[src/rtl/vecscale_pivot_pkg.sv]
// Shared fixed-point helpers and FSM state encoding for the pivot normaliser.
// Latency: none (types and pure functions only).
// Backpressure: not applicable.
package vecscale_pivot_pkg;

    typedef enum logic [1:0] {
        ST_IDLE  = 2'd0,
        ST_RECIP = 2'd1,
        ST_SCALE = 2'd2,
        ST_DONE  = 2'd3
    } state_t;

    // Bits needed to hold the values 0..n (minimum one bit).
    function automatic int idx_w(input int n);
        return (n < 2) ? 1 : $clog2(n + 1);
    endfunction

    // Clamp a wide signed value into the signed range of a w-bit word.
    function automatic logic signed [63:0] sat_width(input logic signed [63:0] v, input int w);
        logic signed [63:0] hi;
        logic signed [63:0] lo;
        hi = (64'sd1 <<< (w - 1)) - 64'sd1;
        lo = -hi - 64'sd1;
        if (v > hi) return hi;
        if (v < lo) return lo;
        return v;
    endfunction

endpackage

[src/rtl/vecscale_pivot_fixrecip.sv]
// Serial restoring reciprocal r = min(floor(2^(2*SCALE)/mag), 2^(WIDTH-1)-1); mag==0 gives r=0, div0=1.
// Latency: start pulse loads, then 2*SCALE+1 quotient-bit cycles; done pulses for one cycle after the last.
// Backpressure: none; a start while busy restarts the divide. r/div0 hold until the next completion.
module fixrecip_serial
    import vecscale_pivot_pkg::*;
#(
    parameter int WIDTH = 16,
    parameter int SCALE = 8
) (
    input  logic             clk,
    input  logic             reset_l,
    input  logic             start,
    input  logic [WIDTH-1:0] mag,
    output logic             busy,
    output logic             done,
    output logic [WIDTH-1:0] r,
    output logic             div0
);
    localparam int          DIV_CYC = 2 * SCALE + 1;
    localparam int          CW      = idx_w(DIV_CYC - 1);
    localparam logic [63:0] RMAX    = (64'd1 << (WIDTH - 1)) - 64'd1;

    logic                busy_q, busy_d;
    logic                done_q, done_d;
    logic [CW-1:0]       cnt_q, cnt_d;
    logic [WIDTH-1:0]    den_q, den_d;
    logic [WIDTH-1:0]    rem_q, rem_d;
    logic [DIV_CYC-1:0]  quo_q, quo_d;
    logic [WIDTH-1:0]    r_q, r_d;
    logic                div0_q, div0_d;

    logic [WIDTH:0]      trial;
    logic                take;
    logic [DIV_CYC-1:0]  quo_nxt;

    // One restoring step per cycle; the dividend 2^(2*SCALE) is a single 1 followed by zeros.
    always_comb begin
        busy_d  = busy_q;
        done_d  = 1'b0;
        cnt_d   = cnt_q;
        den_d   = den_q;
        rem_d   = rem_q;
        quo_d   = quo_q;
        r_d     = r_q;
        div0_d  = div0_q;
        trial   = {rem_q, (cnt_q == '0)};
        take    = (trial >= {1'b0, den_q});
        quo_nxt = DIV_CYC'({quo_q, take});
        if (start) begin
            busy_d = 1'b1;
            cnt_d  = '0;
            den_d  = mag;
            rem_d  = '0;
            quo_d  = '0;
        end else if (busy_q) begin
            rem_d = take ? WIDTH'(trial - {1'b0, den_q}) : WIDTH'(trial);
            quo_d = quo_nxt;
            cnt_d = cnt_q + CW'(1);
            if (cnt_q == CW'(DIV_CYC - 1)) begin
                busy_d = 1'b0;
                done_d = 1'b1;
                div0_d = (den_q == '0);
                if (den_q == '0)
                    r_d = '0;
                else if (64'(quo_nxt) > RMAX)
                    r_d = WIDTH'(RMAX);
                else
                    r_d = WIDTH'(quo_nxt);
            end
        end
    end

    // Divider state registers.
    always_ff @(posedge clk or negedge reset_l) begin
        if (!reset_l) begin
            busy_q <= 1'b0;
            done_q <= 1'b0;
            cnt_q  <= '0;
            den_q  <= '0;
            rem_q  <= '0;
            quo_q  <= '0;
            r_q    <= '0;
            div0_q <= 1'b0;
        end else begin
            busy_q <= busy_d;
            done_q <= done_d;
            cnt_q  <= cnt_d;
            den_q  <= den_d;
            rem_q  <= rem_d;
            quo_q  <= quo_d;
            r_q    <= r_d;
            div0_q <= div0_d;
        end
    end

    assign busy = busy_q;
    assign done = done_q;
    assign r    = r_q;
    assign div0 = div0_q;

endmodule

[src/rtl/vecscale_pivot.sv]
// Normalises a vector by its pivot: f[i] = sat((a[i]*(1/p)) >>> SCALE), sign-corrected for p<0.
// Latency: out_valid rises 2*SCALE+1+COLS+1 cycles after the accept edge; one vector in flight.
// Backpressure: in_ready only in IDLE; f/div0/out_valid hold in DONE until out_ready.
module vecscale_pivot
    import vecscale_pivot_pkg::*;
#(
    parameter int COLS  = 1,
    parameter int WIDTH = 16,
    parameter int SCALE = 8
) (
    input  logic                         clk,
    input  logic                         reset_l,
    input  logic                         in_valid,
    output logic                         in_ready,
    input  logic [COLS:1][WIDTH-1:0]     a,
    input  logic signed [WIDTH-1:0]      p,
    output logic                         out_valid,
    input  logic                         out_ready,
    output logic [COLS:1][WIDTH-1:0]     f,
    output logic                         div0
);
    localparam int IW = idx_w(COLS);
    localparam int W2 = 2 * WIDTH;

    state_t                      state_q, state_d;
    logic [COLS:1][WIDTH-1:0]    a_q, a_d;
    logic                        neg_q, neg_d;
    logic [IW-1:0]               idx_q, idx_d;
    logic [COLS:1][WIDTH-1:0]    f_q, f_d;
    logic                        in_ready_q, in_ready_d;
    logic                        out_valid_q, out_valid_d;

    logic                        rc_start;
    logic [WIDTH-1:0]            mag;
    logic                        rc_busy;
    logic                        rc_done;
    logic [WIDTH-1:0]            rc_r;
    logic                        rc_div0;

    logic signed [W2-1:0]        prod;
    logic signed [W2-1:0]        shifted;
    logic signed [63:0]          wide;
    logic [WIDTH-1:0]            scaled;

    // |p| as an unsigned magnitude, so the most-negative pivot maps cleanly to 2^(WIDTH-1).
    assign mag = p[WIDTH-1] ? $unsigned(-p) : $unsigned(p);

    fixrecip_serial #(.WIDTH(WIDTH), .SCALE(SCALE)) u_recip (
        .clk     (clk),
        .reset_l (reset_l),
        .start   (rc_start),
        .mag     (mag),
        .busy    (rc_busy),
        .done    (rc_done),
        .r       (rc_r),
        .div0    (rc_div0)
    );

    // Scale the current element by the reciprocal, floor-shift, fix the sign, then saturate.
    always_comb begin
        prod    = W2'($signed(a_q[idx_q])) * W2'($signed(rc_r));
        shifted = prod >>> SCALE;
        wide    = 64'(shifted);
        if (neg_q)
            wide = -wide;
        scaled  = WIDTH'(sat_width(wide, WIDTH));
    end

    // Control FSM next state: accept, wait for reciprocal, walk elements, hold result.
    always_comb begin
        state_d     = state_q;
        a_d         = a_q;
        neg_d       = neg_q;
        idx_d       = idx_q;
        f_d         = f_q;
        in_ready_d  = in_ready_q;
        out_valid_d = out_valid_q;
        rc_start    = 1'b0;
        unique case (state_q)
            ST_IDLE: begin
                if (in_valid && in_ready_q) begin
                    state_d    = ST_RECIP;
                    a_d        = a;
                    neg_d      = p[WIDTH-1];
                    idx_d      = IW'(1);
                    in_ready_d = 1'b0;
                    rc_start   = 1'b1;
                end
            end
            ST_RECIP: begin
                if (rc_done && !rc_busy)
                    state_d = ST_SCALE;
            end
            ST_SCALE: begin
                f_d[idx_q] = scaled;
                if (idx_q == IW'(COLS)) begin
                    state_d     = ST_DONE;
                    out_valid_d = 1'b1;
                end else begin
                    idx_d = idx_q + IW'(1);
                end
            end
            ST_DONE: begin
                if (out_ready) begin
                    state_d     = ST_IDLE;
                    out_valid_d = 1'b0;
                    in_ready_d  = 1'b1;
                end
            end
            default: state_d = ST_IDLE;
        endcase
    end

    // Control and output registers; reset aborts any vector in flight and clears f.
    always_ff @(posedge clk or negedge reset_l) begin
        if (!reset_l) begin
            state_q     <= ST_IDLE;
            a_q         <= '0;
            neg_q       <= 1'b0;
            idx_q       <= IW'(1);
            f_q         <= '0;
            in_ready_q  <= 1'b1;
            out_valid_q <= 1'b0;
        end else begin
            state_q     <= state_d;
            a_q         <= a_d;
            neg_q       <= neg_d;
            idx_q       <= idx_d;
            f_q         <= f_d;
            in_ready_q  <= in_ready_d;
            out_valid_q <= out_valid_d;
        end
    end

    assign in_ready  = in_ready_q;
    assign out_valid = out_valid_q;
    assign f         = f_q;
    assign div0      = rc_div0;

endmodule

[config.mk]
export PLATFORM = sky130hd
export DESIGN_NAME = vecscale_pivot
export DESIGN_NICKNAME = d
export VERILOG_FILES = /design/src/rtl/vecscale_pivot_pkg.sv /design/src/rtl/vecscale_pivot_fixrecip.sv /design/src/rtl/vecscale_pivot.sv
export SDC_FILE = /design/constraint.sdc
export NUM_CORES = 1
export LEC_CHECK = 0
export ABC_AREA = 1
export BUFFER_PORTS_ARGS = -buffer_cell sky130_fd_sc_hd__buf_2
export CAP_MARGIN = 0
export CORE_MARGIN = 1.5
export CORE_UTILIZATION = 45
export CTS_CLUSTER_SIZE = 30
export DETAILED_ROUTE_END_ITERATION = 10
export PLACE_DENSITY_LB_ADDON = 0.3
export SKIP_LAST_GASP = 1
export SYNTH_ARGS = -nofsm -noshare
export SYNTH_HDL_FRONTEND = slang
export SYNTH_SLANG_ARGS = --single-unit
[constraint.sdc]
create_clock -name clk -period 17.3 [get_ports clk]
set_input_delay 1.73 -clock clk [delete_from_list [all_inputs] [get_ports clk]]
set_output_delay 1.73 -clock clk [all_outputs]
set_load 0.05 [all_outputs]
==> reports/metrics.yaml, run 1 <==
status:
  outcome: "completed"
sta:
  max_freq_mhz: 110
  final_setup_tns_ps: 0
  fin_crit_sh_pct: 52.7
  clock_period_minus_worst_slack_ps: 9120
  final_hold_violation_count: 0
  pins_over_slew_limit: 0
  clock-skew-final_ps: 13.1
  max_slew.worst_pin.slew_ps: 1050
  slew-limit-headroom_pct: 29.8
  report.final.setup_viol: 0
  fin_hold_ws_ps: 476
  grt_setup_unrepaired: "no"
critical_path:
  rr_worst_depth: 36
  critical_path_required_ps: 17620
  cp_data_arrival_time_ps: 9440
  worstSetupEndpointType: "register"
  worst-setup-path-type: "register to register"
  critical_path.most_common_cell: "sky130_fd_sc_hd__nand2_1"
  startpoint_type: "register"
  cp_slowest_cell: "sky130_fd_sc_hd__fa_1"
  critical-path-max-stage-delay_ps: 870
  worst-path-max-fanout: 17
die:
  dieHeight_um: 203
  core_area_mm2: 0.0395
  total_die_area_mm2: 0.0411
  fp-row-count: 73
  die_x_um: 203
  start_util_pct: 45.4
  design.portCount: 55
clock_network:
  holdBufCountCts: 0
  cts.sink_count: 109
  post_cts_resized: 0
  numCtsBuffers: 9
  cts_setup_buffers: 0
  clock_tree_root_buffer_cell: "sky130_fd_sc_hd__clkbuf_16"
  clock_insertion_delay_worst_skew_ps: 390
  cts_max_level: 3
  clk_pin_slew_worst_paths_ps: 90
  clock_path_buffers: 2
  tritoncts: "yes"
detailed_routing:
  route.antenna.remaining_nets: 0
  drcViolationCount: 0
  route.met3.wl_um: 1900
  via_count: 15100
  route.top_layer_used: "met4"
  dr.pass1.iters: 6
  avgViaCountPerCell: 5.04
  met2WireLength_um: 21800
  detail_route.iter0.violations: 1050
  detail_route.wl_per_cell_um: 14.7
  finalWirelength_um: 43900
  wl_met1_um: 19500
synth:
  synth-warning-count: 0
  synth.lib_cells_used.distinct: 55
  synthCells: 2493
  seq_area_frac_synth_pct: 15.2
  synth.top_cells.by_count: "sky130_fd_sc_hd__nand2_1 (747), sky130_fd_sc_hd__inv_1 (630), sky130_fd_sc_hd__fa_1 (262)"
  cell_area_after_synthesis_mm2: 0.0180
  postSynthRegisterBits: 109
  mappedNetlistNets: 2904
  post-synth-top-count-cell: "sky130_fd_sc_hd__nand2_1"
  synth-async-reset-ratio_pct: 100
  ys_dominant_reg_cell: "sky130_fd_sc_hd__dfrtp_1"
  top_area_cells_in_the_synthesized_netlist: "sky130_fd_sc_hd__fa_1 (29%), sky130_fd_sc_hd__nand2_1 (16%), sky130_fd_sc_hd__dfrtp_1 (15%), sky130_fd_sc_hd__inv_1 (13%), sky130_fd_sc_hd__ha_1 (7.9%)"
  number_of_enable_type_register_cells_in_the_synthesized_netlist: 0
  yosys.area.top_type: "sky130_fd_sc_hd__fa_1"
  synth.top_cell.area_share_pct: 29.2
  syn_avg_cell_area_um2: 7.21
global_route:
  grt-ovfl-total: 0
  number_of_antenna_violations_at_the_first_check_in_global_routing: 0
  grt_util_all_layers_pct: 23.1
  grt_pass1_wl_um: 76500
  grt_max_degree: 65
  grt_pass1_vias: 15600
min_path:
  hold_class: "register to register"
  min_path_cells: 1
cells_and_area:
  post_route_cells_drive_above_1_share_pct: 6.19
  syn2layout_area_growth_pct: 5.01
  insertedDiodeCount: 0
  final_net_count: 2878
place:
  place.detailed.hpwl_um: 36200
  port_buffers: 54
  place.gp.congestion: 0.917
job:
  drv_cap: 0
logic make-up (layout without fill, tap and decap cells):
kind of cell | after synthesis | count (layout) | synth area share, %
AND/OR/NAND/NOR | 1063 | 1063 | 25.0
adder cells (fa/ha/maj) | 375 | 375 | 37.1
buffers and inverters | 740 | 719 | 15.6
AO/OA/AOI/OAI | 169 | 169 | 5.30
XOR/XNOR | 37 | 37 | 1.85
flip-flops | 109 | 109 | 15.2
worst max-delay path, delay by kind of cell, from the launching register on:
kind,cells,cell delay (ps)
buffers and inverters,4,430
AND/OR/NAND/NOR,23,3310
adder cells (fa/ha/maj),8,4220
flip-flops,1,730
AO/OA/AOI/OAI,1,330
per-layer routing:
metal | global-route usage (%) | vias up
li1 | - | 7256
met1 | 30.9 | 7450
met2 | 40.1 | 356
met3 | 2.13 | 48
met4 | 5.93 | 0
met5 | 0 | -
cells in the final DEF (no fill, tap or decap), drive strengths merged:
cell type / instances
a2111oi: 1
a211oi: 2
a21oi: 47
a31oi: 2
a32o: 3
a41oi: 2
and2: 2
and3: 2
buf: 58
clkbuf: 9
clkinv: 5
dfrtp: 108
dfstp: 1
fa: 262
ha: 113
inv: 647
nand2: 766
nand3: 100
nand3b: 6
nand4: 21
nor2: 131
nor3: 15
nor3b: 2
nor4: 7
nor4b: 2
o2111ai: 1
o211ai: 3
o21a: 1
o21ai: 80
o21bai: 3
o22ai: 19
o31ai: 1
o41a: 1
o41ai: 3
or2: 9
xnor2: 15
xor2: 22
worst paths after layout:
path / start / endpoint / slack, ps
max in group asynchronous: reset_l / u_recip.den_q[14] / 14680
worst max register to register: u_recip.r[4] / f[9] / 8180
worst max-delay path: u_recip.r[4] / f[9] / 8180
worst min-delay path: u_recip.cnt_q[4] / u_recip.cnt_q[4] / 480
min in group asynchronous: reset_l / f[11] / 1360
worst min register to register: u_recip.cnt_q[4] / u_recip.cnt_q[4] / 480
cell type report:
class | instances | area, um^2
inverter | 645 | 2420
tap | 525 | 657
timing repair buffer | 58 | 303
multi-input combinational | 1644 | 12400
clock buffer | 9 | 225
clock inverter | 7 | 96.3
sequential | 109 | 2730
fill | 3961 | 20700
state kept, by name (all words and copies together) (netlist names), 2 cells and up:
| name | cells |
|---|---|
| a_q | 16 |
| u_recip.rem_q | 16 |
| state_q | 2 |
| u_recip.r | 16 |
| u_recip.den_q | 16 |
| f | 16 |
| u_recip.quo_q | 16 |
| u_recip.cnt_q | 5 |
through the flow:
stage	worst slack [ps]	instances	area [um^2]	util (%)
floorplan	9030	2493	18000	-
global placement	8430	2981	18500	46.9
detailed placement	8210	2981	18500	46.9
CTS	8180	2997	18900	47.7
global route	7240	2997	18900	47.7
finish	8180	2997	18900	47.7
Power of run 1 is left out: the tool's default activity adds up to more than one toggle a clock period on the data nets, which glitch-free logic cannot reach.
==> run 2, diff against run 1 <==
--- a/config.mk
+++ b/config.mk
@@ -5,7 +5,7 @@
 export SDC_FILE = /design/constraint.sdc
 export NUM_CORES = 1
 export LEC_CHECK = 0
-export ABC_AREA = 1
+export ABC_AREA = 0
 export BUFFER_PORTS_ARGS = -buffer_cell sky130_fd_sc_hd__buf_2
 export CAP_MARGIN = 0
 export CORE_MARGIN = 1.5
==> constraint.sdc (replaced) <==
create_clock -name clk -period 9 [get_ports clk]
set_input_delay 0.9 -clock clk [delete_from_list [all_inputs] [get_ports clk]]
set_output_delay 0.9 -clock clk [all_outputs]
set_load 0.05 [all_outputs]
==> run 2 against run 1 <==
Clock skew is 3.2 ps lower. Sequential share of layout area is 0.37 points lower. Critical path depth fell by 5. Clock-buffer cell count rose by 1. Synthesized cell count down 20%. Area after synthesis fell by 4.1%. Final cell count is 13% lower. Cell area up 3.7%. Critical path type unchanged. Flip-flop and latch count is the same. Global-route usage is 0.95 points lower. First-iteration DRC count is 34% lower. Highest routed layer unchanged. Register-to-register slack lost 7900 ps. Critical endpoint is now f[6].
==> reports/metrics.yaml, run 2 <==
critical_path:
  startpoint_type: "register"
  cp_slowest_cell: "sky130_fd_sc_hd__or4b_4"
  category_of_cells_accounting_for_the_largest_share_of_critical_path_delay: "adder cells"
  critical_path.most_common_cell: "sky130_fd_sc_hd__fa_1"
  r2r_start: "u_recip.r[5]"
  critical_path_required_ps: 9250  # -8370 ps
  worstSetupEndpointType: "register"
  worst-path-max-fanout: 7  # -10
  number_of_buffer_and_inverter_stages_on_the_critical_path: 6  # +2
  rr_worst_depth: 31  # -14%
  critical-path-max-stage-delay_ps: 590  # -280 ps
  worst-r2r-setup-slack_ps: 280  # -7900 ps
  r2r_end: "f[6]"
  cp_data_arrival_time_ps: 8970  # -470 ps
  worst-setup-path-type: "register to register"
clock_network:
  numCtsBuffers: 9  # unchanged
  cts.sink_count: 109  # unchanged
  clock_tree_root_buffer_cell: "sky130_fd_sc_hd__clkbuf_16"
  clock_path_buffers: 2  # unchanged
  holdBufCountCts: 0  # unchanged
  tritoncts: "yes"
  cts_max_level: 3  # unchanged
  clock_insertion_delay_worst_skew_ps: 380  # about the same
  clk_pin_slew_worst_paths_ps: 80  # about the same
synth:
  synthCells: 1991  # -20%
  synth-warning-count: 0  # unchanged
  syn_avg_cell_area_um2: 8.66  # +20%
  ys_dominant_reg_cell: "sky130_fd_sc_hd__dfrtp_1"
  synth.lib_cells_used.distinct: 84  # +53%
  synth-async-reset-ratio_pct: 100  # unchanged
  yosys.area.top_type: "sky130_fd_sc_hd__fa_1"
  postSynthRegisterBits: 109  # unchanged
  top_area_cells_in_the_synthesized_netlist: "sky130_fd_sc_hd__fa_1 (30%), sky130_fd_sc_hd__dfrtp_1 (16%), sky130_fd_sc_hd__ha_1 (8.2%), sky130_fd_sc_hd__inv_1 (7.5%), sky130_fd_sc_hd__nand2_1 (6.1%)"
  synth.top_cell.area_share_pct: 30.4  # +1.2 points
  cell_area_after_synthesis_mm2: 0.0172  # -4.1%
  synth.top_cells.by_count: "sky130_fd_sc_hd__inv_1 (344), sky130_fd_sc_hd__nand2_1 (282), sky130_fd_sc_hd__fa_1 (262)"
  post-synth-top-count-cell: "sky130_fd_sc_hd__inv_1"
  seq_area_frac_synth_pct: 15.8  # +0.65 points
  number_of_enable_type_register_cells_in_the_synthesized_netlist: 0  # unchanged
  mappedNetlistNets: 2402  # -17%
die:
  design.portCount: 55  # unchanged
  start_util_pct: 45.8  # +0.31 points
  dieHeight_um: 199  # -2.0%
  total_die_area_mm2: 0.0395  # -4.0%
  die_x_um: 199  # -2.0%
  core_area_mm2: 0.0377  # -4.8%
  fp-row-count: 71  # -2.7%
cells_and_area:
  top_library_cells_by_usage_in_the_layout_fill_and_taps_aside: "sky130_fd_sc_hd__inv_1 (337), sky130_fd_sc_hd__nand2_1 (280), sky130_fd_sc_hd__fa_1 (253), sky130_fd_sc_hd__and2_1 (121), sky130_fd_sc_hd__buf_4 (116)"
  fin_cells: 2611  # -13%
  insertedDiodeCount: 0  # unchanged
  syn2layout_area_growth_pct: 13.5
  final_area_mm2: 0.0196  # +3.7%
  fillCellCount: 3599  # -9.1%
  final_common_cell: "sky130_fd_sc_hd__inv_1"
  final_net_count: 2506  # -13%
  layout.core_utilization_pct: 51.9  # +4.2 points
  post_route_cells_drive_above_1_share_pct: 15.8  # +9.6 points
global_route:
  grt_pass1_vias: 14400  # -7.7%
  number_of_antenna_violations_at_the_first_check_in_global_routing: 0  # unchanged
  grt_pass1_wl_um: 70000  # -8.6%
  grt-ovfl-total: 0  # unchanged
  grt_max_degree: 76  # +17%
  grt_util_all_layers_pct: 22.1  # -0.95 points
place:
  place.gp.congestion: 0.844  # -8.0%
  place_inst: 2565  # -14%
  port_buffers: 54  # unchanged
  place.detailed.hpwl_um: 32900  # -9.0%
  placed_cell_area_mm2: 0.0186  # +0.16%
sta:
  final_hold_violation_count: 0  # unchanged
  report.final.setup_viol: 0  # unchanged
  clock_period_minus_worst_slack_ps: 8720  # -400 ps
  clock-skew-final_ps: 9.87  # -3.22 ps
  fin_crit_sh_pct: 96.9  # +44 points
  slew-limit-headroom_pct: 30.2  # +0.46 points
  max_slew.worst_pin.slew_ps: 1040  # -7.20 ps
  pins_over_slew_limit: 0  # unchanged
  max_freq_mhz: 115  # +4.6%
pwr:
  irDropWorstVdd_mv: 0.0796
  overall_power_consumption_mw: 0.936
  power.density_mw_per_mm2: 47.8
  leakage_power_figure_nw: 9.76
detailed_routing:
  avgViaCountPerCell: 5.30  # +5.2%
  wl_met1_um: 18300  # -6.4%
  route.top_layer_used: "met4"
  finalWirelength_um: 40800  # -7.1%
  via_count: 13800  # -8.4%
  route.antenna.remaining_nets: 0  # unchanged
  detail_route.iter0.violations: 689  # -34%
  route.met3.wl_um: 1700  # -10%
  drcViolationCount: 0  # unchanged
  detail_route.wl_per_cell_um: 15.6  # +6.6%
  met2WireLength_um: 20300  # -6.6%
  dr.pass1.iters: 5  # -1
status:
  outcome: "completed"
job:
  drv_cap: 0  # unchanged
min_path:
  hold_class: "primary input to asynchronous set/reset pin"
run 2: cell types whose count changed after synthesis, moves of 15 or more:
cell	change
sky130_fd_sc_hd__o21ai_0	+31
sky130_fd_sc_hd__nand2_2	-17
sky130_fd_sc_hd__or3_1	+17
sky130_fd_sc_hd__a31oi_1	+26
sky130_fd_sc_hd__mux2i_1	+19
sky130_fd_sc_hd__nand2_1	-465
sky130_fd_sc_hd__a21o_1	+19
sky130_fd_sc_hd__and3_1	+15
sky130_fd_sc_hd__and2_1	+122
sky130_fd_sc_hd__inv_1	-286
sky130_fd_sc_hd__nand3_1	-64
sky130_fd_sc_hd__nor2_1	-15
sky130_fd_sc_hd__xnor2_1	+27
sky130_fd_sc_hd__o22ai_1	-17
run 2: timing repair:
item	CTS	global route
gates cloned	0	2
buffers inserted	1	27
pin swaps	2	57
gates resized for setup	7	116
endpoints found under the setup margin	15	15
run 2: power by group:
part	total [mW]	internal, mW	switching, mW
registers	0.489	0.489	0
clock network	0.415	0.197	0.218
logic	0.0311	0.0108	0.0203
total	0.936	0.697	0.238
run 2: cells by family after synthesis:
family                   share of synthesized area [%]
AND/OR/NAND/NOR                                   19.3
multiplexers                                      1.23
flip-flops                                        15.8
AO/OA/AOI/OAI                                     11.8
buffers and inverters                             9.61
adder cells (fa/ha/maj)                           38.6
XOR/XNOR                                          3.50
run 2: layout make-up:
| type | instances | area (um^2) | share of cell area, % |
|---|---|---|---|
| Timing Repair Buffer | 183 | 1340 | 6.86 |
| Inverter | 344 | 1290 | 6.60 |
| Clock buffer | 10 | 229 | 1.17 |
| Multi-Input combinational cell | 1448 | 13200 | 67.7 |
| Tap cell | 511 | 639 | 3.27 |
| Sequential cell | 109 | 2760 | 14.1 |
| Clock inverter | 6 | 63.8 | 0.326 |
run 2: routing by layer:
metal,GRT usage (%),vias up
met5,0,-
met1,29.6,6947
met2,38.6,277
met3,2.70,33
li1,-,6587
met4,4.49,0
run 2: worst register-to-register path, delay by kind of cell, from the launching register on:
family	cells	cell delay [ps]
AOI/OAI and AO/OA	9	1820
adders and majority gates	8	3490
buffers and inverters	6	690
DFF	1	470
and+or+nand+nor	8	2120
run 2: per-stage QoR:
step           TNS [ps]  setup WS, ps  hold slack, ps
3_3_place_gp          0          68.5             495
3_5_place_dp      -2360          -206             500
4_1_cts               0          7.81             518
6_report              0           280             497
5_1_grt            -652         -69.2             528
2_1_floorplan         0          8.17             472
run 2: how the worst max path moves through the flow:
stage                 start    to  slack, ps  cells past startpoint
6_report       u_recip.r[5]  f[6]        280                     31
5_1_grt             a_q[15]  f[7]        -70                     31
4_1_cts              a_q[5]  f[0]          8                     32
3_5_place_dp   u_recip.r[5]  f[0]       -210                     33
3_3_place_gp         a_q[5]  f[2]         70                     33
2_1_floorplan       a_q[15]  f[5]          8                     35
(Power assumes the default switching activity.)
